## config.mk

```make
export PLATFORM = sky130hd
export DESIGN_NAME = posit_round_pipe
export DESIGN_NICKNAME = d
export VERILOG_FILES = /design/src/rtl/posit_pkg.sv /design/src/rtl/posit_regime_enc.sv /design/src/rtl/posit_round_pipe.sv
export SDC_FILE = /design/constraint.sdc
export NUM_CORES = 1
export LEC_CHECK = 0
export ABC_CLOCK_PERIOD_IN_PS = 11200
export BUFFER_PORTS_ARGS = -buffer_cell sky130_fd_sc_hd__buf_2
export CELL_PAD_IN_SITES_DETAIL_PLACEMENT = 1
export CELL_PAD_IN_SITES_GLOBAL_PLACEMENT = 2
export CORE_MARGIN = 3
export CORE_UTILIZATION = 37
export CTS_CLUSTER_DIAMETER = 50
export DETAILED_ROUTE_END_ITERATION = 7
export HOLD_SLACK_MARGIN = 0.06
export PLACE_DENSITY = 0.86
export SLEW_MARGIN = 10
export SYNTH_ARGS = -nofsm -noshare
export SYNTH_HDL_FRONTEND = slang
export SYNTH_SLANG_ARGS = --single-unit
```

## constraint.sdc

```tcl
create_clock -name clk -period 11.2 [get_ports clk]
set_clock_uncertainty 0.1 [all_clocks]
set_input_delay 0 -clock clk [delete_from_list [all_inputs] [get_ports clk]]
set_output_delay 0 -clock clk [all_outputs]
set_load 0.02 [all_outputs]
```

## src/rtl/posit_pkg.sv

```systemverilog
// posit_pkg: shared posit types, default sizes and special encodings
package posit_pkg;
    localparam int P_N  = 32;
    localparam int P_ES = 2;
    localparam int P_FW = 2*P_N;
    localparam int P_RS = $clog2(P_N);

    typedef enum logic [1:0] {RNE = 2'b00, RTZ = 2'b01, RUP = 2'b10, RDN = 2'b11} rmode_e;

    typedef struct packed {
        logic                   sign;
        logic signed [P_RS+1:0] k;
        logic [P_ES-1:0]        exp;
        logic [P_FW-1:0]        frac;
        logic                   sticky;
        logic                   zero;
        logic                   nar;
    } posit_unpacked_t;

    // Encodings are returned 64 bits wide; callers slice to their width.
    function automatic logic [63:0] maxpos(input int n);
        return (64'd1 << (n-1)) - 64'd1;
    endfunction

    function automatic logic [63:0] minpos(input int n);
        return (n > 1) ? 64'd1 : 64'd0;
    endfunction

    function automatic logic [63:0] nar(input int n);
        return 64'd1 << (n-1);
    endfunction
endpackage

```

## src/rtl/posit_regime_enc.sv

```systemverilog
// posit_regime_enc: regime value k to left-aligned regime pattern and its bit length
module posit_regime_enc #(
    parameter int N  = 32,
    parameter int RS = $clog2(N)
) (
    input  logic signed [RS+1:0] k,
    output logic [N-2:0]         regime,
    output logic [RS-1:0]        rlen
);
    localparam int KW = RS + 2;
    // Out-of-range k saturates downstream; clamping keeps the pattern within N-1 bits.
    localparam logic signed [RS+1:0] K_MAX = KW'(N-3);
    localparam logic signed [RS+1:0] K_MIN = KW'(-(N-2));
    logic signed [RS+1:0] kc;
    logic [RS+1:0]        run;
    always_comb begin
        kc     = (k > K_MAX) ? K_MAX : (k < K_MIN) ? K_MIN : k;
        run    = kc[RS+1] ? -kc : kc + 1'b1;
        regime = kc[RS+1] ? ({1'b1, {(N-2){1'b0}}} >> run) : ~({(N-1){1'b1}} >> run);
        rlen   = RS'(run + 1'b1);
    end
endmodule

```

## src/rtl/posit_round_pipe.sv

```systemverilog
// posit_round_pipe: two-stage posit encode/round/saturate pipeline with valid/ready
module posit_round_pipe
    import posit_pkg::*;
#(
    parameter int N  = 32,
    parameter int ES = 2,
    parameter int FW = 2*N,
    parameter int RS = $clog2(N)
) (
    input  logic                 clk,
    input  logic                 rst,
    input  logic                 in_valid,
    output logic                 in_ready,
    input  logic                 in_sign,
    input  logic signed [RS+1:0] in_k,
    input  logic [ES-1:0]        in_exp,
    input  logic [FW-1:0]        in_frac,
    input  logic                 in_sticky,
    input  logic                 in_zero,
    input  logic                 in_nar,
    input  logic [1:0]           in_rmode,
    output logic                 out_valid,
    input  logic                 out_ready,
    output logic [N-1:0]         out_posit,
    output logic                 out_inexact,
    output logic                 out_sat
);
    localparam int W  = N + ES + FW;
    localparam int KW = RS + 2;
    localparam logic signed [RS+1:0] K_HI = KW'(N-2);
    localparam logic signed [RS+1:0] K_LO = KW'(-(N-1));
    localparam logic [63:0] MAXP = maxpos(N);
    localparam logic [63:0] MINP = minpos(N);
    localparam logic [63:0] NARV = nar(N);

    logic          advance;
    logic [N-2:0]  regime;
    logic [RS-1:0] rlen;
    logic [W-1:0]  body_w;
    logic          v1, s1_sign, s1_l, s1_g, s1_s, s1_zero, s1_nar, s1_hi, s1_lo;
    logic [N-2:0]  s1_body;
    rmode_e        s1_rmode;
    logic          inc, range_sat, sat_d, inexact_d, special;
    logic [N-1:0]  mag_c, posit_d;
    logic [N-2:0]  mag;

    assign advance  = ~out_valid | out_ready;
    assign in_ready = advance;

    posit_regime_enc #(.N(N), .RS(RS)) u_regime (
        .k      (in_k),
        .regime (regime),
        .rlen   (rlen)
    );

    // exp/frac slide right past the regime, which is then laid over the top bits
    assign body_w = ({in_exp, in_frac, {N{1'b0}}} >> rlen) | {regime, {(W-N+1){1'b0}}};

    always_comb begin
        inc = (s1_rmode == RNE) ? s1_g & (s1_s | s1_l)
            : (s1_rmode == RUP) ? ~s1_sign & (s1_g | s1_s)
            : (s1_rmode == RDN) ? s1_sign & (s1_g | s1_s)
            : 1'b0;
        mag_c     = {1'b0, s1_body} + {{(N-1){1'b0}}, inc};
        range_sat = s1_hi | s1_lo | ~|mag_c;
        mag       = (s1_hi | mag_c[N-1]) ? MAXP[N-2:0]
                  : (s1_lo | ~|mag_c)    ? MINP[N-2:0]
                  : mag_c[N-2:0];
        special   = s1_nar | s1_zero;
        posit_d   = s1_nar ? NARV[N-1:0] : s1_zero ? '0
                  : s1_sign ? -{1'b0, mag} : {1'b0, mag};
        sat_d     = ~special & (range_sat | mag_c[N-1]);
        inexact_d = ~special & (s1_g | s1_s | range_sat);
    end

    always_ff @(posedge clk) begin
        if (rst) begin
            v1          <= 1'b0;
            out_valid   <= 1'b0;
            out_posit   <= '0;
            out_inexact <= 1'b0;
            out_sat     <= 1'b0;
        end else if (advance) begin
            v1        <= in_valid;
            out_valid <= v1;
            if (in_valid) begin
                s1_sign  <= in_sign;
                s1_body  <= body_w[W-1 -: N-1];
                s1_l     <= body_w[W-N+1];
                s1_g     <= body_w[W-N];
                s1_s     <= |body_w[W-N-1:0] | in_sticky;
                s1_hi    <= in_k >= K_HI;
                s1_lo    <= in_k <= K_LO;
                s1_zero  <= in_zero;
                s1_nar   <= in_nar;
                s1_rmode <= rmode_e'(in_rmode);
            end
            if (v1) begin
                out_posit   <= posit_d;
                out_inexact <= inexact_d;
                out_sat     <= sat_d;
            end
        end
    end
endmodule

```

==> metrics list, run 1 <==
* Outcome: completed
* Worst-case vdd ir drop: roughly 0.15 mV
- Along the worst path, the maximum fanout reaches 24.
- The die is 157 microns tall.
- Maximum count of clock buffers along a single path: 2
- Rows: 54
* Number of global-route vias before repair: 8943
- The worst setup path is captured at a register.
- From left edge to right edge, the die measures between 150 and 200 microns.
- Class of the tightest hold or removal check: in2reg
* Post-Place Cell Area: roughly 9000 sq um
- Summed over all failing endpoints, the final setup total negative slack is 0 ps.
* Capturing instance or port of the critical path: out_posit[18]
- The number of nets handed over by synthesis was ~1200.
- At the pin with the least slew margin, the transition time is between 1000 and 1500 ps.
- Detailed placement HPWL: 24.0 mm
- Vias after detailed routing: between 8000 and 9000
* Power density relative to cell area: approximately 130 nW/um^2
- Synth cell types: between 80 and 90
- Number of cells on the worst hold path: 5
- The detailed router finished its first iteration with 944 violations.
- For the finished layout, the period the worst path requires is approximately 7000 ps.
* IO buf count: 118
- Final setup violation count: 0
- Endpoint of the lowest-slack register-to-register path: out_posit[18]
* Pin count of the biggest net entering global routing: approximately 70
- Total leakage power: around 3.5 nW
- In this run the clock root is driven by a sky130_fd_sc_hd__clkbuf_16.
- Syn avg cell area: between 7 and 8 sq um
* GR Overflow Total: 0
- Counting every instance in the synthesized netlist gives 1067.
* Worst setup path class: reg2reg
* Kind of start point of the critical path: register
* Yosys warnings: 0
- Final hold analysis gives a worst-case slack of roughly 190 ps.
- Antenna diodes: 0
- Signal arrival time at the worst endpoint: a little under 7000 ps
- Across the run, the number of max-cap violations was 0.
- Startpoint of the worst setup timing path: s1_sign
- Setup repair after global routing left no endpoint under its margin.
* Max Fclk: around 0.15 GHz
- In this run the count of I/O pins placed on the die edge is about 120.
* Final estimated routing congestion in global placement: 0.926
- Slew Limit Headroom: 0.303
- Number of enable-type register cells in the synthesized netlist: 40
- Clk sinks: 76
- In the synthesized netlist the dominant register cell turns out to be sky130_fd_sc_hd__edfxtp_1.
- After routing the design area is about 9500 sq um.
- In the post-route analysis, the smallest setup slack over all paths is around 4400 ps.
- Number of clock buffers inserted by TritonCTS: 9
* Sequential share of the synthesized area: 0.229
- Worst slack, placed: about 4600 ps
- Flip-flop and latch count after synthesis: 76
- Counting cells, the worst reg-to-reg path comes to 17.
* CTS tree: yes
* Proportion of layout cells with a drive suffix above 1: 0.178
* Gr usage total: 0.246
- Global-route wire length before repair: just under 50 mm
- For this run, asynchronously set or reset flops after synthesis account for 0.
- Data required time at the worst endpoint: approximately 11000 ps
- Max-slew violation count: 0
- At the later pin of the worst-skew pair, clock insertion delay measures around 340 ps.
* Antenna violations before repair: 0
- The final hold violation count is 0.
- Effective utilization at floorplan: 0.381
- Remaining design rule violation count: 0
- In the finished design, the share of the clock period the worst path needs comes to 0.610.
- The total area inside the core boundary comes to ~22000 sq um.
- Compared with the post-synthesis result, the final layout area differs by 13.4%.
* Die Outline Area: between 20000 and 25000 sq um
- Post-CTS repair changed the size of 0 cells.
* Detailed Routing Iterations Pass 1: 5
* Detailed-route vias per instance: between 6 and 7
* Clock Pin Slew Worst Setup and Hold Paths: ~60 ps
* Mapped Area: about 8400 sq um
- Routed Antenna Nets: 0
* Filler cell count in the final layout: roughly 2700
- Launch point of the worst reg-to-reg path: s1_sign
- Summed over all layers, the routed wires come to between 30 and 40 mm.
- Setup slack on the worst reg-to-reg path comes out at 4370 ps.
- Dividing the detail-routed wire length by the instance count gives ~21 microns.
- Number of levels in the clock H-tree: 3
* Final Net Count: roughly 1200
-- where the power goes --
part           switching [mW]  leakage (nW)  internal (mW)  total (mW)
combinational           0.415          2.72          0.236       0.651
sequential             0.0261         0.662          0.325       0.351
clock                   0.112         0.131          0.149       0.261
-- cells by family after synthesis --
group | Yosys count | synth area share
AND/OR/NAND/NOR | 454 | 0.269
AO/OA/AOI/OAI | 295 | 0.236
buffers and inverters | 96 | 0.0491
multiplexers | 82 | 0.144
flip-flops | 76 | 0.229
XOR/XNOR | 56 | 0.0612
adder cells (fa/ha/maj) | 8 | 0.0119
-- worst min-delay path by stage --
| stage | startpoint | endpoint | slack, ps |
|---|---|---|---|
| floorplan | in_nar | s1_nar | -1 |
| global placement | in_rmode[0] | s1_rmode[0] | 80 |
| detailed placement | in_rmode[0] | s1_rmode[0] | 80 |
| finish | in_frac[3] | s1_s | 190 |
| CTS | in_frac[30] | s1_s | 190 |
| global route | in_frac[3] | s1_s | 230 |
-- synthesized netlist by cell type, types with 12 or more instances --
| cell type | count | area [sq um] |
|---|---|---|
| sky130_fd_sc_hd__nor4_1 | 21 | 131 |
| sky130_fd_sc_hd__clkbuf_1 | 54 | 203 |
| sky130_fd_sc_hd__a31oi_1 | 14 | 87.6 |
| sky130_fd_sc_hd__and2_1 | 13 | 81.3 |
| sky130_fd_sc_hd__nand4_1 | 21 | 131 |
| sky130_fd_sc_hd__xnor2_1 | 33 | 289 |
| sky130_fd_sc_hd__and3_1 | 14 | 87.6 |
| sky130_fd_sc_hd__xor2_1 | 20 | 175 |
| sky130_fd_sc_hd__o21ai_1 | 12 | 60.1 |
| sky130_fd_sc_hd__nand2_1 | 131 | 492 |
| sky130_fd_sc_hd__dfxtp_1 | 36 | 721 |
| sky130_fd_sc_hd__edfxtp_1 | 40 | 1200 |
| sky130_fd_sc_hd__nor3_1 | 47 | 235 |
| sky130_fd_sc_hd__mux2i_1 | 51 | 510 |
| sky130_fd_sc_hd__a21oi_1 | 65 | 325 |
| sky130_fd_sc_hd__o211ai_1 | 14 | 105 |
| sky130_fd_sc_hd__nor2_1 | 88 | 330 |
| sky130_fd_sc_hd__mux4_2 | 31 | 698 |
| sky130_fd_sc_hd__inv_1 | 14 | 52.6 |
| sky130_fd_sc_hd__buf_2 | 14 | 70.1 |
| sky130_fd_sc_hd__nand3_1 | 53 | 265 |
| sky130_fd_sc_hd__o21ai_0 | 75 | 375 |
-- sequential cells by signal, summed over array words and instances (netlist names) --
name	cells
s1_s	1
v1	1
s1_g	1
s1_hi	1
s1_nar	1
s1_rmode	2
s1_sign	1
out_valid	1
s1_zero	1
out_posit	32
out_inexact	1
out_sat	1
s1_body	31
s1_lo	1
-- metal layers --
layer,up-vias,track usage,wire length (microns)
li1,4248,-,-
met1,4338,0.331,13600
met2,309,0.404,14300
met3,68,0.0243,1410
met4,0,0.103,1190
met5,-,0,0
-- final cells by class --
cell class              count  area [sq um]  share of cell area
well taps                 280           350              0.0369
inverters                  17          63.8             0.00671
multi-input cells         895          6080               0.639
clock buffers              11           233              0.0245
repair buffers            146           831              0.0874
flip-flops and latches     76          1920               0.202
clock inverters             5          27.5             0.00290
-- critical path: stages (launching register included) --
cell and delay (ps):
sky130_fd_sc_hd__edfxtp_1 900, sky130_fd_sc_hd__nand2_1 200, sky130_fd_sc_hd__a211oi_1 300, sky130_fd_sc_hd__ha_1 330, sky130_fd_sc_hd__nand2_1 190, sky130_fd_sc_hd__nor4_1 580
sky130_fd_sc_hd__a31oi_1 210, sky130_fd_sc_hd__nor4_1 620, sky130_fd_sc_hd__nand4_1 330, sky130_fd_sc_hd__o41a_1 730, sky130_fd_sc_hd__a21oi_1 320, sky130_fd_sc_hd__ha_1 430
sky130_fd_sc_hd__nand2_1 200, sky130_fd_sc_hd__nor4b_2 580, sky130_fd_sc_hd__a21oi_1 190, sky130_fd_sc_hd__a211o_1 300, sky130_fd_sc_hd__o211ai_1 90, sky130_fd_sc_hd__a31oi_1 100
-- layout by cell type (no fill, tap or decap), types with 20 or more instances in the layout --
| cell | n |
|---|---|
| sky130_fd_sc_hd__mux2i_1 | 51 |
| sky130_fd_sc_hd__xnor2_1 | 33 |
| sky130_fd_sc_hd__dfxtp_1 | 36 |
| sky130_fd_sc_hd__mux4_2 | 31 |
| sky130_fd_sc_hd__nand3_1 | 53 |
| sky130_fd_sc_hd__nand2_1 | 131 |
| sky130_fd_sc_hd__nand4_1 | 21 |
| sky130_fd_sc_hd__nor2_1 | 88 |
| sky130_fd_sc_hd__o21ai_0 | 75 |
| sky130_fd_sc_hd__a21oi_1 | 64 |
| sky130_fd_sc_hd__nor4_1 | 21 |
| sky130_fd_sc_hd__edfxtp_1 | 40 |
| sky130_fd_sc_hd__xor2_1 | 20 |
| sky130_fd_sc_hd__buf_2 | 118 |
| sky130_fd_sc_hd__nor3_1 | 47 |
-- per-stage QoR --
step            util  cells  power (mW)
3_3_place_gp   0.414   1402       0.979
6_report       0.431   1430        1.26
5_1_grt        0.431   1430        1.34
4_1_cts        0.431   1430        1.26
2_1_floorplan      -   1067       0.806
3_5_place_dp   0.414   1402       0.994
-- timing repair --
action                     4_1_cts  5_1_grt
setup endpoints to repair        0        0
hold endpoints to repair        15        0
hold buffers                    12        0
buffers inserted                 0        0
Power figures use the tool's default switching activity.
==> inputs of run 2 (changes only) <==
Settings changed: ABC_CLOCK_PERIOD_IN_PS 11200 to 7200, CORE_UTILIZATION 37 to 35, PLACE_DENSITY 0.86 to 0.82.
Clock period 11.2 ns to 7.2 ns, I/O delays scaled along.
==> run 2 against run 1 <==
Compared with the run above: non-clock buffer count is 6 higher; fmax is 5.4% higher; wire length is 1.3% higher; sequential share of layout area is 0.33 points lower; highest routed layer unchanged.
==> metrics list, run 2 (synthesis results as in run 1) <==
- Synth-to-Final Area Change: 15.3%
- GR Overflow Total: 0
- The startpoint identified for the worst register-to-register timing path is s1_sign.
- Slew of the pin with the lowest slew margin: between 1000 and 1500 ps
* IO buf count: 118
- After filler insertion, the fill cell instance count of the layout stands at 2873.
- Vias after detailed routing: 9020
- TritonCTS built the clock tree.
* Max-slew violation count: 0
- The worst hold path belongs to the class in2reg.
- Proportion of layout cells with a drive suffix above 1: 0.184
* Remaining design rule violation count: 0
- In this run the worst path has a maximum fanout of 15.
- In the finished design, the share of the clock period the worst path needs comes to 0.899.
* Max FFs per register: 32
- Using the TritonRoute via totals, the vias-per-cell ratio works out to ~6.
- Number of cells on the worst hold path: 5
- Floorplan core area: 23100 sq um
- Clock-pin slew was measured on the worst setup and hold paths at 70 ps.
- In this run, CTS created clock tree buffers numbering 9.
- After layout, the minimum clock period comes to around 6500 ps.
- In this design, the critical path's most frequently occurring cell is sky130_fd_sc_hd__ha_1.
- STA classifies the critical path endpoint as a register.
- Clk sinks: 76
* Largest register by flop count: out_posit
* Power density relative to cell area: approximately 210 nW/um^2
* Number of levels in the clock H-tree: 3
- Antenna violations before repair: 0
- Clk root buf: sky130_fd_sc_hd__clkbuf_16
- After detailed routing, the average wire length per cell comes to around 21 microns.
- The slowest stage of the critical path is the sky130_fd_sc_hd__or4_4 cell.
- Signal arrival time at the worst endpoint: around 6600 ps
- Kind of start point of the critical path: register
- The critical path in this run is classified as reg2reg.
- Worst-case vdd ir drop: between 0.1 and 0.15 mV
* Final Net Count: 1242
* Gr usage total: 0.233
- IO Pins: ~120
- Setup repair after global routing left no endpoint under its margin.
* Detailed-route wire length: just over 30 mm
- Hold path startpoint: in_frac[3]
* Source-to-sink clock delay at the later pin of the worst-skew pair: about 340 ps
* Setup bufs post-CTS: 0
* Total Neg Setup Slack: 0 ps
- Setup violations remaining at the end of the flow were counted as 0.
* Routed Antenna Nets: 0
- Highest-count cells in the layout ignoring fill and taps: sky130_fd_sc_hd__nand2_1, sky130_fd_sc_hd__buf_2, sky130_fd_sc_hd__nor2_1, sky130_fd_sc_hd__o21ai_0, sky130_fd_sc_hd__a21oi_1
- Data required time at the worst endpoint: ~7300 ps
- Endpoint of the lowest-slack register-to-register path: out_posit[18]
- The repair_antennas step left the layout with diodes totalling 0.
- Final estimated routing congestion in global placement: slightly below 1
* Delay-heaviest family, CP: simple AND/OR/NAND/NOR gates
* Total power after layout: between 2 and 2.5 mW
- The clock passes through at most 2 buffers.
- Slew Limit Headroom: 0.331
* Outcome: completed
- For hold timing, the worst endpoint is s1_s.
- The critical path runs through a total of 20 cells.
* Global-route wire length before repair: ~50 mm
- Crit-path cells: nand2_1, o22ai_1, a211oi_1, ha_1, ha_1, nand3_1, xor2_1, nand4_1, or4_4, or2_4, o41a_1, buf_4, a21oi_1, ha_1, nand2_1, nor4b_2, a21oi_1, a211o_1, o211ai_1, a31oi_1
- Summed over all cells, the static leakage comes to ~3.6 nW.
- Post-Place Cell Area: roughly 9200 sq um
- The floorplan step set the die height to approximately 160 microns.
- Worst Path Buf+Inv: 1
- Number of global-route vias before repair: between 8000 and 9000
- Effective utilization at floorplan: 0.364
- In this run the horizontal extent of the chip is 161 microns.
* Worst setup slack for register-to-register paths: just over 700 ps
- Static timing analysis puts the maximum clock frequency at between 0.15 and 0.2 GHz.
* Number of cells traversed by the worst register-to-register path: 20
- Number of violations reported at the end of detailed-routing iteration 0: between 500 and 600
* Pin count of the biggest net entering global routing: 56
- After routing the design area is 9660 sq um.
- Hold Violations, Final: 0
* MaxCap Viol Count: 0
- The first TritonRoute pass finished after 5 iterations.
- Detailed placement HPWL: roughly 24 mm
- The largest single stage delay on the critical path is just over 600 ps.
- Rows: 55
- Registers with the highest flip-flop counts: out_posit (32), s1_body (31), s1_rmode (2)
- The library cell used most frequently in the layout, excluding fill and tap cells, is sky130_fd_sc_hd__nand2_1.
* Die Outline Area: 25800 sq um
-- run 2: cell count changes in the layout (fill, tap and decap cells not counted), moves of 2 or more --
cell,before,now
sky130_fd_sc_hd__clkbuf_1,2,0
sky130_fd_sc_hd__buf_4,16,21
sky130_fd_sc_hd__clkinv_4,0,3
sky130_fd_sc_hd__clkinv_2,3,0
-- run 2: what timing repair did --
item | CTS | global route
hold buffers | 13 | 0
gates resized for setup | 0 | 0
endpoints found under the hold margin | 15 | 0
-- run 2: how the worst max path moves through the flow --
stage / startpoint / endpoint
after floorplan: in_k[4] / s1_s
after global placement: s1_sign / out_posit[18]
after detailed placement: s1_sign / out_posit[18]
after CTS: s1_sign / out_posit[18]
after global routing: s1_sign / out_posit[18]
final: s1_sign / out_posit[18]
-- run 2: power by group --
| group | internal (mW) | switching [mW] | leakage, nW |
|---|---|---|---|
| registers | 0.505 | 0.0378 | 0.662 |
| logic | 0.374 | 0.656 | 2.75 |
| clock network | 0.302 | 0.186 | 0.161 |
-- run 2: worst reg2reg max path, stage by stage (launching register included) --
cell                       delay [ps]
sky130_fd_sc_hd__edfxtp_1         420
sky130_fd_sc_hd__nand2_1          110
sky130_fd_sc_hd__o22ai_1           80
sky130_fd_sc_hd__a211oi_1         240
sky130_fd_sc_hd__ha_1             350
sky130_fd_sc_hd__ha_1             410
sky130_fd_sc_hd__nand3_1          190
sky130_fd_sc_hd__xor2_1           350
sky130_fd_sc_hd__nand4_1          250
sky130_fd_sc_hd__or4_4            620
sky130_fd_sc_hd__or2_4            300
sky130_fd_sc_hd__o41a_1           420
sky130_fd_sc_hd__buf_4            210
sky130_fd_sc_hd__a21oi_1          240
sky130_fd_sc_hd__ha_1             460
sky130_fd_sc_hd__nand2_1          280
sky130_fd_sc_hd__nor4b_2          620
sky130_fd_sc_hd__a21oi_1          200
sky130_fd_sc_hd__a211o_1          300
sky130_fd_sc_hd__o211ai_1          90
sky130_fd_sc_hd__a31oi_1          100
-- run 2: layout make-up --
class,count,area [sq um],area share
flip-flops and latches,76,1920,0.199
repair buffers,152,878,0.0909
well taps,313,392,0.0405
multi-input cells,895,6080,0.629
clock inverters,5,65.1,0.00673
inverters,17,63.8,0.00660
clock buffers,11,264,0.0273
-- run 2: routing by layer --
layer / share of wire / track usage
met1: 0.45 / 0.316
met2: 0.47 / 0.393
met3: 0.046 / 0.0212
met4: 0.029 / 0.0724
met5: 0 / 0
-- run 2: metrics by stage --
stage,setup slack [ps],hold slack [ps],utilization,std cells
floorplan,1610,-1.13,-,1067
CTS,768,222,0.419,1469
finish,726,234,0.419,1469
detailed placement,860,79.2,0.399,1440
global placement,1020,77.8,0.399,1440
global route,307,257,0.419,1469
